===== src/rtl/decoder_rr_arbiter_pkg.sv =====
// rtl/decoder_rr_arbiter_pkg.sv - shared constants, FSM encoding and grant decode for the round-robin decoder arbiter
package decoder_rr_arbiter_pkg;

    localparam int N_REQ            = 8;
    localparam int IDX_W            = 3;
    localparam int MAX_HOLD_DEFAULT = 15;
    localparam int HOLD_W           = 8;

    typedef enum logic [1:0] {
        ST_IDLE  = 2'd0,
        ST_GRANT = 2'd1,
        ST_GAP   = 2'd2
    } arb_state_t;

    // 3-to-8 decode of the owner index, forced to zero when the enable is low
    function automatic logic [N_REQ-1:0] idx_decode(input logic en, input logic [IDX_W-1:0] idx);
        idx_decode = en ? (N_REQ'(1) << idx) : '0;
    endfunction

endpackage


===== src/rtl/decoder_rr_arbiter_if.sv =====
// rtl/decoder_rr_arbiter_if.sv - request/grant bus between requesters and the decoder arbiter
interface decoder_rr_arbiter_if;
    import decoder_rr_arbiter_pkg::*;

    logic [N_REQ-1:0] req;
    logic             done;
    logic             e;
    logic             a;
    logic             b;
    logic             c;
    logic [N_REQ-1:0] grant;
    logic             timeout;

    modport master (output req, output done,
                    input e, input a, input b, input c, input grant, input timeout);
    modport slave  (input req, input done,
                    output e, output a, output b, output c, output grant, output timeout);
endinterface


===== src/rtl/decoder_rr_arbiter_rr_priority_pick.sv =====
// rtl/decoder_rr_arbiter_rr_priority_pick.sv - first set request bit at or above a start index, wrapping
module rr_priority_pick
    import decoder_rr_arbiter_pkg::*;
(
    input  logic [N_REQ-1:0] req,
    input  logic [IDX_W-1:0] start,
    output logic             found,
    output logic [IDX_W-1:0] index
);

    logic [IDX_W-1:0] cand;

    always_comb begin
        found = 1'b0;
        index = start;
        cand  = start;
        for (int i = 0; i < N_REQ; i++) begin
            cand = start + IDX_W'(i);
            if (!found && req[cand]) begin
                found = 1'b1;
                index = cand;
            end
        end
    end

endmodule


===== src/rtl/decoder_rr_arbiter.sv =====
// rtl/decoder_rr_arbiter.sv - round-robin owner select with hold limit, dead cycle between owners and decoded grant
module decoder_rr_arbiter
    import decoder_rr_arbiter_pkg::*;
#(
    parameter int MAX_HOLD = MAX_HOLD_DEFAULT
) (
    input logic                 clk,
    input logic                 rst,
    decoder_rr_arbiter_if.slave bus
);

    arb_state_t        state_q, state_d;
    logic [IDX_W-1:0]  owner_q, owner_d;
    logic [IDX_W-1:0]  last_q, last_d;
    logic [HOLD_W-1:0] hold_q, hold_d;
    logic              timeout_q, timeout_d;

    logic              pick_found;
    logic [IDX_W-1:0]  pick_idx;

    rr_priority_pick u_pick (
        .req   (bus.req),
        .start (last_q + IDX_W'(1)),
        .found (pick_found),
        .index (pick_idx)
    );

    always_ff @(posedge clk) begin
        if (rst) begin
            state_q   <= ST_IDLE;
            owner_q   <= '0;
            last_q    <= IDX_W'(N_REQ - 1);
            hold_q    <= '0;
            timeout_q <= 1'b0;
        end else begin
            state_q   <= state_d;
            owner_q   <= owner_d;
            last_q    <= last_d;
            hold_q    <= hold_d;
            timeout_q <= timeout_d;
        end
    end

    always_comb begin
        state_d   = state_q;
        owner_d   = owner_q;
        last_d    = last_q;
        hold_d    = hold_q;
        timeout_d = 1'b0;
        case (state_q)
            ST_IDLE: begin
                if (pick_found) begin
                    state_d = ST_GRANT;
                    owner_d = pick_idx;
                    last_d  = pick_idx;
                    hold_d  = '0;
                end
            end
            ST_GRANT: begin
                hold_d = hold_q + HOLD_W'(1);
                // A voluntary release on the expiry cycle is not a timeout
                if (bus.done || !bus.req[owner_q]) begin
                    state_d = ST_GAP;
                    hold_d  = '0;
                end else if (hold_q == HOLD_W'(MAX_HOLD - 1)) begin
                    state_d   = ST_GAP;
                    hold_d    = '0;
                    timeout_d = 1'b1;
                end
            end
            ST_GAP: begin
                state_d = ST_IDLE;
            end
            default: begin
                state_d = ST_IDLE;
            end
        endcase
    end

    assign bus.e       = (state_q == ST_GRANT);
    assign bus.a       = owner_q[2];
    assign bus.b       = owner_q[1];
    assign bus.c       = owner_q[0];
    assign bus.grant   = idx_decode(state_q == ST_GRANT, owner_q);
    assign bus.timeout = timeout_q;

endmodule


===== src/flat_wrapper.sv =====
// flat-port wrapper written by rule: the top's interface ports become plain ports
module decoder_rr_arbiter_flat import decoder_rr_arbiter_pkg::*;
#(
    parameter int MAX_HOLD = MAX_HOLD_DEFAULT
)
  (clk, rst, bus_req, bus_done, bus_e, bus_a, bus_b, bus_c, bus_grant, bus_timeout);
  decoder_rr_arbiter_if bus_i ();
  input logic clk;
  input logic rst;
  input wire logic [$bits(bus_i.req)-1:0] bus_req;
  input wire logic [$bits(bus_i.done)-1:0] bus_done;
  output wire logic [$bits(bus_i.e)-1:0] bus_e;
  output wire logic [$bits(bus_i.a)-1:0] bus_a;
  output wire logic [$bits(bus_i.b)-1:0] bus_b;
  output wire logic [$bits(bus_i.c)-1:0] bus_c;
  output wire logic [$bits(bus_i.grant)-1:0] bus_grant;
  output wire logic [$bits(bus_i.timeout)-1:0] bus_timeout;
  assign bus_i.req = bus_req;
  assign bus_i.done = bus_done;
  assign bus_e = bus_i.e;
  assign bus_a = bus_i.a;
  assign bus_b = bus_i.b;
  assign bus_c = bus_i.c;
  assign bus_grant = bus_i.grant;
  assign bus_timeout = bus_i.timeout;
  decoder_rr_arbiter #(.MAX_HOLD(MAX_HOLD)) u_core (.clk(clk), .rst(rst), .bus(bus_i));
endmodule

===== config.mk =====
export PLATFORM = sky130hd
export DESIGN_NAME = decoder_rr_arbiter_flat
export DESIGN_NICKNAME = d
export VERILOG_FILES = /design/src/rtl/decoder_rr_arbiter_pkg.sv /design/src/rtl/decoder_rr_arbiter_if.sv /design/src/rtl/decoder_rr_arbiter_rr_priority_pick.sv /design/src/rtl/decoder_rr_arbiter.sv /design/src/flat_wrapper.sv
export SDC_FILE = /design/constraint.sdc
export NUM_CORES = 1
export LEC_CHECK = 0
export CORE_MARGIN = 4
export CORE_UTILIZATION = 40
export CTS_BUF_LIST = sky130_fd_sc_hd__clkbuf_4 sky130_fd_sc_hd__clkbuf_8
export DETAILED_ROUTE_END_ITERATION = 6
export PLACE_DENSITY_LB_ADDON = 0.12
export SYNTH_ARGS = -nofsm -noshare
export SYNTH_HDL_FRONTEND = slang
export SYNTH_SLANG_ARGS = --single-unit

===== constraint.sdc =====
create_clock -name clk -period 4.55 [get_ports clk]
set_clock_uncertainty 0.1 [all_clocks]
set_input_delay 0.91 -clock clk [delete_from_list [all_inputs] [get_ports clk]]
set_output_delay 0.91 -clock clk [all_outputs]
set_load 0.1 [all_outputs]

Word-level counts from Yosys, hierarchy flattened
Index checks and enable logic that the tools add are counted.

storage, ports and cells
  output and inout bits = 13
  flip-flop bits (word level) = 17
  word-level logic and storage cells = 94

cells by class
  reduce and logical (&&, ||, !) cells = 22
  shifts and indexed selects = 1
  mux-type cells = 43
  bitwise gates (word level) = 1
  equality and inequality tests = 4
  $lt $le $gt $ge = 9
  $add $sub $neg = 9

operators by type and width
  cell                                                                  number
  3-bit by 4-bit < comparator with 1-bit output, second input constant  9
  8-bit 2-to-1 mux                                                      4
  1-bit binary-select mux with 3-bit select                             9
  3-bit 2-to-1 mux                                                      7
  1-bit 2-to-1 mux                                                      18
  8-bit one-hot mux with 2 select lines                                 1
  3-bit adder, second input constant                                    4
  8-bit by 1-bit adder with 8-bit output, second input constant         1
  8-bit by 4-bit == test with 1-bit output, second input constant       1
  1-bit logical NOT                                                     8
  1-bit by 3-bit left shift with 8-bit output, first input constant     1
  1-bit logical AND                                                     7
  3-bit by 1-bit adder with 3-bit output, second input constant         2
  3-bit by 2-bit adder with 3-bit output, second input constant         2
  2-bit 2-to-1 mux                                                      3
  2-bit AND reduction                                                   3
  2-bit one-hot mux with 2 select lines                                 1
  3-bit by 1-bit != test with 1-bit output, second input constant       1
  3-bit OR reduction                                                    1
  2-bit by 1-bit == test with 1-bit output, second input constant       1
  2-bit logical NOT                                                     1
  2-bit by 1-bit != test with 1-bit output, second input constant       1
  2-bit nonzero test                                                    1
  1-bit logical OR                                                      1
  1-bit NOT                                                             1

Longest topological paths before layout
  word-level depth = 27
  depth in mapped cells = 13
  gate-level depth less buffers = 8

Hierarchy
A second synthesis with hierarchy kept.

unflattened totals
  cells, all modules = 200
  area total of the unflattened synthesis = 1757.9 µm²

modules (own cells, without submodules)
  module              instances  sequential area each (µm²)  cells an instance  area an instance (µm²)
  decoder_rr_arbiter  1          340.3                       103                890.9
  rr_priority_pick    1          0.0                         97                 867.1

Least setup slack after synthesis
OpenSTA, ideal clock, no wires.

  kind = flip-flop to output port
  start point = reg u_core.state_q[0]
  end point = out bus_grant[4]
  stages on the path, launching flop included = 5
  arrival time = 3405 ps
  data required time = 3540 ps
  setup slack = 135 ps
  cell sequence = dfxtp_1 nand2_1 inv_1 nand2_1 nor3_1

on the way
  word-level cells in the longest chain between the ends = 2

RTL lines
  item                                      RTL line                      source
  start: declaration                        decoder_rr_arbiter.sv:12      arb_state_t state_q, state_d;
  start signal: assignment                  decoder_rr_arbiter.sv:36      state_q <= state_d;
  2-bit by 1-bit == test with 1-bit output  -
  via bus_e                                 flat_wrapper.sv:12            output wire logic [$bits(bus_i.e)-1:0] bus_e;
  8-bit 2-to-1 mux                          decoder_rr_arbiter_pkg.sv:17  idx_decode = en ? (N_REQ'(1) << idx) : '0;
  end: declaration                          flat_wrapper.sv:16            output wire logic [$bits(bus_i.grant)-1:0] bus_grant;

The timed path passes the listed nets, and every way through them passes these cells.

Final worst setup path
  start point = reg u_core.last_q[0]
  end point = reg u_core.owner_q[2]

on the way
  word-level cells in the longest chain between the ends = 26
  elaborated cells on any way between the ends = 54

RTL lines
  item                                                                             RTL line                  source
  start: declaration                                                               decoder_rr_arbiter.sv:14  logic [IDX_W-1:0] last_q, last_d;
  start signal: assignment                                                         decoder_rr_arbiter.sv:32  last_q <= IDX_W'(N_REQ - 1);
  start signal: assignment                                                         decoder_rr_arbiter.sv:38  last_q <= last_d;
  3-bit by 1-bit adder with 3-bit output (*)                                       decoder_rr_arbiter.sv:23  .start (last_q + IDX_W'(1)),
  branches (longest 25 deep; another with 3-bit by 1-bit adder with 3-bit output)  -
  end signal: assignment                                                           decoder_rr_arbiter.sv:37  owner_q <= owner_d;
  end: declaration                                                                 decoder_rr_arbiter.sv:13  logic [IDX_W-1:0] owner_q, owner_d;

Mark *: on every way between the ends. The select of a mux whose other input is x is not followed.
A chain may end at the register's enable or synchronous reset.

==> results.md <==
- Vias in the first global route: 1,423
- GRT overflow: 0
- Synth Register Bits: 17
- Largest net degree at the start of global routing: 17
- Die Height: 72.38 um
- Endpoints failing setup: 0
- Ys flop type: dfxtp_1
- Minimum clock period: 3.535 ns
- VDD IR max: 0.4638 mV
- Hold Violations, Final: 0
- First-pass GRT wire length: 6955 um
- Core footprint: 4000 um^2
- I/O Pins: 24
- Sequential share of the synthesized area: 20.53%
- Number of synthesized flops with an enable pin: 0
- CP Launch Type: flop
- Net Count, Synth: 206
- Crit share post-route: 77.70%
- DRT Wirelength: 4149 um
- Total of max-cap violations: 0
- CTS tree: built
- Worst Hold Class: reg2reg
- Post-detail-place hpwl: 3169 um
- Area Growth Syn to Fin: 16.98%
- Syn Std Cell Area: 1658 um^2
- Placer congestion estimate: 0.8205
- Async set-reset flop share out of synthesis: 0%
- All-layer global routing usage: 16.40%
- Final Power: 1.417 mW
- Synth unique cells: 49
- DRC Markers: 0
- Number of diodes: 0
- DR iter-0 viols: 127
- Hold Buf Count CTS: 0
- CTS clock-pin slew for the worst setup and hold paths: 0.07 ns
- Fmax: 282.9 MHz
- Worst rel slew slack: 34.34%
- Via density: 6.136
- Synth Warn #: 0
- Status: finished clean
- Post-Synthesis Cells: 191
- PwrDens: 730.8 nW/um^2
- # rows: 23
- CP max FO: 16
- Initial Util: 41.45%
- WP data arrival: 3.60 ns
- Leakage: 0.6993 nW
- Fillers: 381
- Root buf cell: clkbuf_8
- Die area: 5239 um^2
- Total CTS buffers: 3
- H-tree Lvls: 1
- WL/cell: 16.14 um
- CP Capture Type: flop
- Clock buffer depth: 2
- 1st-pass router iterations: 4
- Postcts setup bufs: 0
- Vias: 1,577
- Max Slew Vio Count: 0
- CP Class: reg2reg
- Port buffer count: 23
- Avg Synthesized Cell Area: 8.680 um^2
- Antenna violations before repair: 0
- RSZ-0062 raised after global routing: no
- Worst-Skew Late Latency: 0.25 ns
- Chip width: 72.38 um
- Post-route ant nets: 0
- Sink Count: 17
- Critical Path RT: 4.62 ns
- Resized Gates After CTS: 0
- Worst-margin pin slew: 0.9819 ns
- Layout cells sized above 1: 12.56%
- Final net count: 223
- Setup TNS: 0 ns
-- metal layers --
metal	GRT usage [%]	wire length [um]
met1	22.92	1961
met2	26.29	1908
met3	3.601	215
met4	3.074	63
met5	0	0
-- state kept, by name, indices dropped and copies added, names as in the netlist --
name / cells
u_core.hold_q: 8
u_core.state_q: 2
u_core.last_q: 3
u_core.bus.timeout: 1
u_core.owner_q: 3
-- power by group --
group	internal (mW)	switching (mW)	total, mW
clock network	0.0608	0.0525	0.113
logic	0.454	0.630	1.08
registers	0.174	0.0459	0.219
-- path summary, 6_finish.rpt --
kind,end,cells after the start,startpoint,slack [ns]
hold reg to reg,u_core.hold_q[7],1,u_core.hold_q[7],0.39
setup reg to reg,u_core.owner_q[2],8,u_core.last_q[0],1.01
hold / removal,u_core.hold_q[7],1,u_core.hold_q[7],0.39
setup / recovery,u_core.owner_q[2],8,u_core.last_q[0],1.01
-- placed cells by master (no fill, tap or decap), types with 2 or more instances in the layout --
cell type         n
a21oi_1           8
a221oi_1          2
a22oi_1           4
a311oi_1          4
a31oi_1           4
a41oi_1           3
and2_1            2
and3_1            2
clkbuf_8          3
clkdlybuf4s50_1  23
dfxtp_1          17
ha_1              4
inv_1            10
mux2_2            2
mux2i_1           4
mux4_2           13
nand2_1          13
nand2b_1          6
nand3_1           4
nand4_1           3
nor2_1           24
nor3_1           11
nor3b_1           2
nor4_1            2
o21a_1            3
o21ai_0           6
or3_1             3
xnor2_1           2
xnor3_1           2
xor2_1            2
-- cells in the mapped netlist, drive strengths merged, types with 3 or more instances --
library cell	instances	area (um^2)
ha	4	50.05
buf	8	50.05
clkbuf	4	15.01
mux2	3	37.53
a31oi	4	25.02
nand4	3	18.77
mux4	13	292.8
inv	10	37.54
nand3	4	20.02
a22oi	4	30.03
o21a	3	22.52
o21ai	6	30.03
nor3	11	55.05
nor2	24	90.09
nand2	13	48.80
a311oi	4	35.03
nand2b	6	37.54
or3	3	18.77
a41oi	3	26.28
mux2i	4	40.04
dfxtp	17	340.3
a21oi	8	40.04
-- worst max-delay path, stage by stage, from the launching register on --
cell and delay, ns:
dfxtp_1 0.33, inv_1 0.09, ha_1 0.78, mux4_2 0.61
mux2_2 0.32, or4b_4 0.57, o21a_1 0.29, nand2b_1 0.17
a31oi_1 0.19
-- stage by stage --
step                cell area (um^2)  setup WS (ns)  cells  hold slack (ns)  utilization [%]
detailed placement              1893         0.8332    253           0.3855            47.33
finish                          1939          1.015    257           0.3935            48.48
global placement                1893         0.9159    253           0.3715            47.33
CTS                             1939          1.013    257           0.3953            48.48
global route                    1939         0.7968    257           0.4155            48.48
floorplan                       1658         0.1351    191           0.3510                -
-- area by class of cell --
| cell class | count | area, um^2 | area share, % |
|---|---|---|---|
| clock buffers | 3 | 41.29 | 2.129 |
| clock inverters | 1 | 5.005 | 0.2581 |
| inverters | 10 | 37.54 | 1.935 |
| multi-input cells | 152 | 1215 | 62.65 |
| flip-flops and latches | 17 | 340.3 | 17.55 |
| well taps | 50 | 62.56 | 3.226 |
| repair buffers | 24 | 237.7 | 12.26 |
-- kinds of logic (layout without fill, tap and decap cells) --
logic type      Yosys count  after routing  share of synthesized area (%)
simple gates             78             78                          23.77
compound gates           44             44                          19.32
buf+inv                  22             38                          6.189
mux                      20             20                          22.34
flops                    17             17                          20.53
xor+xnor                  6              6                          4.830
fa+ha+maj                 4              4                          3.019
(Power assumes the default switching activity.)
